===== src/rtl/axi_xbar_arb_pkg.sv =====
// Shared constants and helpers for the crossbar write-path arbiter.
package axi_xbar_arb_pkg;

  localparam int unsigned STATS_W = 32;

  function automatic int unsigned id_out_width(input int unsigned id_w, input int unsigned nb_src);
    return id_w + $clog2(nb_src);
  endfunction

  function automatic logic [STATS_W-1:0] sat_inc(input logic [STATS_W-1:0] v);
    return (v == '1) ? v : v + STATS_W'(1);
  endfunction

endpackage


===== src/rtl/axi_xbar_route_fifo.sv =====
// Route FIFO holding the source index of each granted AW, in grant order.
module axi_xbar_route_fifo #(
  parameter int unsigned WIDTH = 2,
  parameter int unsigned DEPTH = 8
) (
  input  logic             clk,
  input  logic             rst_n,
  input  logic             push_i,
  input  logic [WIDTH-1:0] data_i,
  input  logic             pop_i,
  output logic             full_o,
  output logic             empty_o,
  output logic [WIDTH-1:0] head_o
);

  localparam int unsigned PTR_W = $clog2(DEPTH);
  localparam logic [PTR_W:0] PTR_ONE = (PTR_W+1)'(1);

  logic [WIDTH-1:0] mem_q [DEPTH];
  logic [PTR_W:0]   wr_ptr_q, rd_ptr_q;

  // Extra pointer bit distinguishes full from empty when the indices match.
  assign empty_o = (wr_ptr_q == rd_ptr_q);
  assign full_o  = (wr_ptr_q[PTR_W] != rd_ptr_q[PTR_W]) &&
                   (wr_ptr_q[PTR_W-1:0] == rd_ptr_q[PTR_W-1:0]);
  assign head_o  = mem_q[rd_ptr_q[PTR_W-1:0]];

  always_ff @(posedge clk or negedge rst_n) begin
    if (!rst_n) begin
      wr_ptr_q <= '0;
      rd_ptr_q <= '0;
    end else begin
      if (push_i) wr_ptr_q <= wr_ptr_q + PTR_ONE;
      if (pop_i)  rd_ptr_q <= rd_ptr_q + PTR_ONE;
    end
  end

  always_ff @(posedge clk) begin
    if (push_i) mem_q[wr_ptr_q[PTR_W-1:0]] <= data_i;
  end

endmodule


===== src/rtl/axi_xbar_wr_arbiter.sv =====
// Round-robin AW arbiter with in-order W routing for one crossbar destination.
// Optional per-source grant counters enabled by AXI_XBAR_ARB_STATS_EN.
module axi_xbar_wr_arbiter import axi_xbar_arb_pkg::*; #(
  parameter  int unsigned NB_SRC          = 4,
  parameter  int unsigned ID_WIDTH        = 4,
  parameter  int unsigned ADDR_WIDTH      = 64,
  parameter  int unsigned DATA_WIDTH      = 64,
  parameter  int unsigned MAX_OUTSTANDING = 8,
  localparam int unsigned SIDX_W          = $clog2(NB_SRC),
  localparam int unsigned ID_OUT          = id_out_width(ID_WIDTH, NB_SRC),
  localparam int unsigned STRB_W          = DATA_WIDTH / 8
) (
  input  logic                         clk,
  input  logic                         rst_n,
  input  logic [NB_SRC-1:0]            src_aw_valid,
  output logic [NB_SRC-1:0]            src_aw_ready,
  input  logic [NB_SRC*ID_WIDTH-1:0]   src_aw_id,
  input  logic [NB_SRC*ADDR_WIDTH-1:0] src_aw_addr,
  input  logic [NB_SRC*8-1:0]          src_aw_len,
  input  logic [NB_SRC-1:0]            src_w_valid,
  output logic [NB_SRC-1:0]            src_w_ready,
  input  logic [NB_SRC*DATA_WIDTH-1:0] src_w_data,
  input  logic [NB_SRC*STRB_W-1:0]     src_w_strb,
  input  logic [NB_SRC-1:0]            src_w_last,
  output logic                         dst_aw_valid,
  input  logic                         dst_aw_ready,
  output logic [ID_OUT-1:0]            dst_aw_id,
  output logic [ADDR_WIDTH-1:0]        dst_aw_addr,
  output logic [7:0]                   dst_aw_len,
  output logic                         dst_w_valid,
  input  logic                         dst_w_ready,
  output logic [DATA_WIDTH-1:0]        dst_w_data,
  output logic [STRB_W-1:0]            dst_w_strb,
  output logic                         dst_w_last,
  input  logic                         b_done,
  output logic [NB_SRC*STATS_W-1:0]    grant_cnt
);

  localparam int unsigned     CNT_W   = $clog2(MAX_OUTSTANDING) + 1;
  localparam logic [CNT_W-1:0] CNT_MAX = CNT_W'(MAX_OUTSTANDING);
  localparam logic [SIDX_W:0]  NB_WRAP = (SIDX_W+1)'(NB_SRC);

  logic [ID_WIDTH-1:0]   aw_id_a   [NB_SRC];
  logic [ADDR_WIDTH-1:0] aw_addr_a [NB_SRC];
  logic [7:0]            aw_len_a  [NB_SRC];
  logic [DATA_WIDTH-1:0] w_data_a  [NB_SRC];
  logic [STRB_W-1:0]     w_strb_a  [NB_SRC];

  logic                  aw_valid_q;
  logic [ID_OUT-1:0]     aw_id_q;
  logic [ADDR_WIDTH-1:0] aw_addr_q;
  logic [7:0]            aw_len_q;
  logic [SIDX_W-1:0]     rr_ptr_q, rr_ptr_d;
  logic [CNT_W-1:0]      cnt_q, cnt_d;

  logic [SIDX_W:0]   scan;
  logic [SIDX_W-1:0] gnt_idx, w_head;
  logic              gnt_found, can_grant, grant, b_dec;
  logic              fifo_full, fifo_empty, w_pop;

  always_comb begin
    for (int unsigned i = 0; i < NB_SRC; i++) begin
      aw_id_a[i]   = src_aw_id[i*ID_WIDTH +: ID_WIDTH];
      aw_addr_a[i] = src_aw_addr[i*ADDR_WIDTH +: ADDR_WIDTH];
      aw_len_a[i]  = src_aw_len[i*8 +: 8];
      w_data_a[i]  = src_w_data[i*DATA_WIDTH +: DATA_WIDTH];
      w_strb_a[i]  = src_w_strb[i*STRB_W +: STRB_W];
    end
  end

  // Scan from rr_ptr upward; the sum is wrapped by one subtraction since it stays below 2*NB_SRC.
  always_comb begin
    gnt_found = 1'b0;
    gnt_idx   = '0;
    scan      = '0;
    for (int unsigned k = 0; k < NB_SRC; k++) begin
      scan = {1'b0, rr_ptr_q} + (SIDX_W+1)'(k);
      if (scan >= NB_WRAP) scan = scan - NB_WRAP;
      if (!gnt_found && src_aw_valid[scan[SIDX_W-1:0]]) begin
        gnt_found = 1'b1;
        gnt_idx   = scan[SIDX_W-1:0];
      end
    end
  end

  assign can_grant = rst_n && (!aw_valid_q || dst_aw_ready) && (cnt_q < CNT_MAX) && !fifo_full;
  assign grant     = can_grant && gnt_found;
  assign rr_ptr_d  = (gnt_idx == SIDX_W'(NB_SRC - 1)) ? '0 : gnt_idx + SIDX_W'(1);
  assign b_dec     = b_done && (cnt_q != '0);

  always_comb begin
    src_aw_ready = '0;
    if (grant) src_aw_ready[gnt_idx] = 1'b1;
  end

  always_comb begin
    cnt_d = cnt_q;
    case ({grant, b_dec})
      2'b10:   cnt_d = cnt_q + CNT_W'(1);
      2'b01:   cnt_d = cnt_q - CNT_W'(1);
      default: cnt_d = cnt_q;
    endcase
  end

  always_ff @(posedge clk or negedge rst_n) begin
    if (!rst_n) begin
      aw_valid_q <= 1'b0;
      aw_id_q    <= '0;
      aw_addr_q  <= '0;
      aw_len_q   <= '0;
      rr_ptr_q   <= '0;
      cnt_q      <= '0;
    end else begin
      if (grant) begin
        aw_valid_q <= 1'b1;
        aw_id_q    <= {gnt_idx, aw_id_a[gnt_idx]};
        aw_addr_q  <= aw_addr_a[gnt_idx];
        aw_len_q   <= aw_len_a[gnt_idx];
        rr_ptr_q   <= rr_ptr_d;
      end else if (dst_aw_ready) begin
        aw_valid_q <= 1'b0;
      end
      cnt_q <= cnt_d;
    end
  end

  assign dst_aw_valid = aw_valid_q;
  assign dst_aw_id    = aw_id_q;
  assign dst_aw_addr  = aw_addr_q;
  assign dst_aw_len   = aw_len_q;

  axi_xbar_route_fifo #(
    .WIDTH (SIDX_W),
    .DEPTH (MAX_OUTSTANDING)
  ) u_route_fifo (
    .clk     (clk),
    .rst_n   (rst_n),
    .push_i  (grant),
    .data_i  (gnt_idx),
    .pop_i   (w_pop),
    .full_o  (fifo_full),
    .empty_o (fifo_empty),
    .head_o  (w_head)
  );

  assign dst_w_valid = !fifo_empty && src_w_valid[w_head];
  assign dst_w_data  = w_data_a[w_head];
  assign dst_w_strb  = w_strb_a[w_head];
  assign dst_w_last  = src_w_last[w_head];
  assign w_pop       = dst_w_valid && dst_w_ready && dst_w_last;

  always_comb begin
    src_w_ready = '0;
    if (!fifo_empty) src_w_ready[w_head] = dst_w_ready;
  end

`ifdef AXI_XBAR_ARB_STATS_EN
  logic [STATS_W-1:0] stat_q [NB_SRC];

  always_ff @(posedge clk or negedge rst_n) begin
    if (!rst_n) begin
      for (int unsigned i = 0; i < NB_SRC; i++) stat_q[i] <= '0;
    end else if (grant) begin
      stat_q[gnt_idx] <= sat_inc(stat_q[gnt_idx]);
    end
  end

  always_comb begin
    for (int unsigned i = 0; i < NB_SRC; i++) grant_cnt[i*STATS_W +: STATS_W] = stat_q[i];
  end
`else
  assign grant_cnt = '0;
`endif

endmodule


===== config.mk =====
export PLATFORM = sky130hd
export DESIGN_NAME = axi_xbar_wr_arbiter
export DESIGN_NICKNAME = d
export VERILOG_FILES = /design/src/rtl/axi_xbar_arb_pkg.sv /design/src/rtl/axi_xbar_route_fifo.sv /design/src/rtl/axi_xbar_wr_arbiter.sv
export SDC_FILE = /design/constraint.sdc
export NUM_CORES = 1
export LEC_CHECK = 0
export CAP_MARGIN = 5
export CORE_AREA = 4 4 346 348
export CTS_CLUSTER_DIAMETER = 100
export DETAILED_ROUTE_END_ITERATION = 7
export DIE_AREA = 0 0 350 352
export SLEW_MARGIN = 30
export SYNTH_ARGS = -nofsm -noshare
export SYNTH_HDL_FRONTEND = slang
export SYNTH_SLANG_ARGS = --single-unit

===== constraint.sdc =====
create_clock -name clk -period 4.2 [get_ports clk]
set_clock_uncertainty 0.05 [all_clocks]
set_input_delay 0.84 -clock clk [delete_from_list [all_inputs] [get_ports clk]]
set_output_delay 0.84 -clock clk [all_outputs]
set_load 0.05 [all_outputs]

==> results_dict.tcl <==
set metrics [dict create \
    fin_crit_sh_pct 95.6 \
    fin_ws_ns 0.185 \
    path_max_fanout 51 \
    antenna_left 0 \
    cts_resized 0 \
    whs_ns 0.430 \
    synth-edff-count 16 \
    globalRouteMet3Util_pct 3.28 \
    htreeDepth 3 \
    crit_type "reg2out" \
    die_area_sq_mm 0.123 \
    dp.cells 3668 \
    dr.first_iter.drc_count 786 \
    finalHoldViolations 0 \
    nets 2773 \
    tightestPinTransition_ns 1.08 \
    use_met2_pct 22.2 \
    yosys_most_used_dff "dfrtp_1" \
    critPathRequiredTime_ns 3.31 \
    synthArstFlopShare_pct 85.3 \
    io_pins 898 \
    row_count 125 \
    place_area_sq_mm 0.0200 \
    num_vias 13000 \
    yosysMostFrequentCell "nand2_1" \
    drive_gt1_share_pct 7.08 \
    cp-end-kind "output port" \
    grt-busiest-layer "met2" \
    start_util_pct 8.70 \
    leakage_uw 0.00843 \
    die_w_microns 350 \
    clock-root-buffer "clkbuf_16" \
    synth_area_leader_cell "dfrtp_1" \
    fin_setup_tns_ns 0 \
    worstPathArrival_ns 3.12 \
    dp_slack_ns 0.332 \
    grt_usage_pct 12.0 \
    area_delta_synth_final_pct 101 \
    grt_pass1_vias 12900 \
    synth_top_cells_by_area "dfrtp_1, nand2_1, and3_1, buf_4, o31ai_1" \
    dpl.hpwl_microns 68000 \
    slew_headroom_pct 27.8 \
    synth.distinct_cells 48 \
    post-synth-top-area-fraction_pct 23.0 \
    gp_congestion 0.879 \
    peakVddDrop_v 0.000530 \
    status "finished, final reports clean" \
    synthTopCellsByCount "nand2_1, and3_1, buf_4" \
    core_sq_mm 0.116 \
    die_h_microns 352 \
    grt-ovfl-total 0 \
    stdcell_area_sq_mm 0.0203 \
    grt_max_degree 128 \
    vias_per_cell 3.50 \
    yosysSeqAreaShare_pct 27.8 \
    clkTransAtPathRegs_ns 0.10 \
    cts_buffer_depth 2 \
    numCtsBuffers 9 \
    powerDensity_mw_per_mm2 941 \
    antenna_found_initial 53 \
    cts.sink_count 109 \
    use_met1_pct 13.3 \
    ys_seq_elements 109 \
    port_buffers 769 \
    start_kind "flop" \
    drtPass1Iterations 5 \
    hp-class "reg2reg" \
    ys_warn_count 0 \
    setup_violations 0 \
    synthesis.area_sq_mm 0.0101 \
    drt-total-wl_microns 78300 \
    grt_pass1_wl_microns 104000 \
    fmax_mhz 249 \
    worstSkewPairLatency_ns 0.41 \
    cts_tree "done" \
    min_period_ns 4.01 \
    instances_no_fill 3698 \
    slew_viol_final 0 \
    wl_per_cell_microns 21.2 \
    fill_cells 13100 \
    cts_setup_buffers 0 \
    syn_area_per_cell_sq_um 6.95 \
    netlist_instances 1455 \
    cts_hold_buf 0 \
    drc 0 \
    maxCapViolCount 0 \
    rsz0062_at_grt "false" \
]
## sequential cells by signal, summed over array words and instances, names as in the netlist
name / flops
dst_aw_addr: 64
u_route_fifo.mem_q: 16
dst_aw_len: 8
dst_aw_id: 6
cnt_q: 4
u_route_fifo.rd_ptr_q: 4
u_route_fifo.wr_ptr_q: 4
rr_ptr_q: 2
dst_aw_valid: 1
## layout by cell type (no fill, tap or decap), types with 4 or more instances in the layout
| cell type | instances |
|---|---|
| nand2_1 | 542 |
| and2_1 | 76 |
| buf_12 | 84 |
| dfrtp_1 | 93 |
| xnor2_1 | 11 |
| a21o_1 | 4 |
| mux2i_1 | 4 |
| xor2_1 | 4 |
| nor2_1 | 9 |
| ha_1 | 9 |
| nor3b_1 | 4 |
| buf_4 | 38 |
| and3_1 | 154 |
| clkbuf_16 | 9 |
| o21ai_0 | 5 |
| clkdlybuf4s50_1 | 687 |
| a211oi_1 | 73 |
| nand3_1 | 4 |
| edfxtp_1 | 16 |
| conb_1 | 128 |
| diode_2 | 14 |
| nor3_1 | 5 |
| o31ai_1 | 76 |
| a31oi_1 | 72 |
## final cells by class
cell class                 instances  area (sq um)  share of cell area (%)
clock inverter                     7          90.1                   0.443
inverter                           5          30.0                   0.148
tap                             1524          1910                    9.37
antenna                           14          35.0                   0.172
clock buffer                       9           225                    1.11
sequential                       109          2810                    13.8
timing repair buffer             813          8890                    43.7
multi-input combinational       1217          6360                    31.3
## stage by stage
step / power (uW) / utilization, %
final: 19200 / 17.5
after global placement: 18300 / 17.2
after floorplan: 10600 / -
after detailed placement: 18400 / 17.2
after CTS: 19500 / 17.5
after global routing: 20200 / 17.5
## power breakdown
part	internal (uW)	switching [uW]	leakage (uW)	total, uW
Sequential	1550	365	0.00129	1910
Clock	431	550	0.000148	982
Combinational	6150	10100	0.00699	16300
## critical path, stage by stage (launching register included)
cell	delay (ns)
dfrtp_1	0.54
mux4_2	0.60
mux2_8	0.47
buf_12	0.23
a211oi_1	0.36
buf_4	0.20
a31oi_1	0.08
buf_12	0.19
## cells by family (layout without fill, tap and decap cells)
logic type      count (synthesis)  in the layout  share of synthesized area, %
compound gates                244            244                          17.2
xor+xnor                       15             15                          1.30
fa+ha+maj                       9              9                          1.11
buf+inv                       256            834                          14.5
flops                         109            109                          27.8
mux                            11             11                          1.53
other cells                     1            142                        0.0371
simple gates                  810            810                          36.5
## final timing paths
kind	from	to	slack, ns	cells after the start
worst max register to register	u_route_fifo.rd_ptr_q[0]$_DFFE_PN0P_	u_route_fifo.rd_ptr_q[1]$_DFFE_PN0P_	1.13	6
worst max-delay path	u_route_fifo.rd_ptr_q[0]$_DFFE_PN0P_	dst_w_data[2]	0.19	7
worst min-delay path	dst_aw_len[2]$_DFFE_PN0P_	dst_aw_len[2]$_DFFE_PN0P_	0.43	2
max in group asynchronous	rst_n	dst_aw_addr[35]$_DFFE_PN0P_	2.64	3
worst min register to register	dst_aw_len[2]$_DFFE_PN0P_	dst_aw_len[2]$_DFFE_PN0P_	0.43	2
min in group asynchronous	rst_n	dst_aw_id[2]$_DFFE_PN0P_	0.45	2
## metal layers
layer  wire [microns]  vias to the layer above
met4             1650                        6
met5               45                        -
met3             5830                       97
met2            40500                      632
met1            30300                     6103
li1                 -                     6117
(Power assumes the default switching activity.)
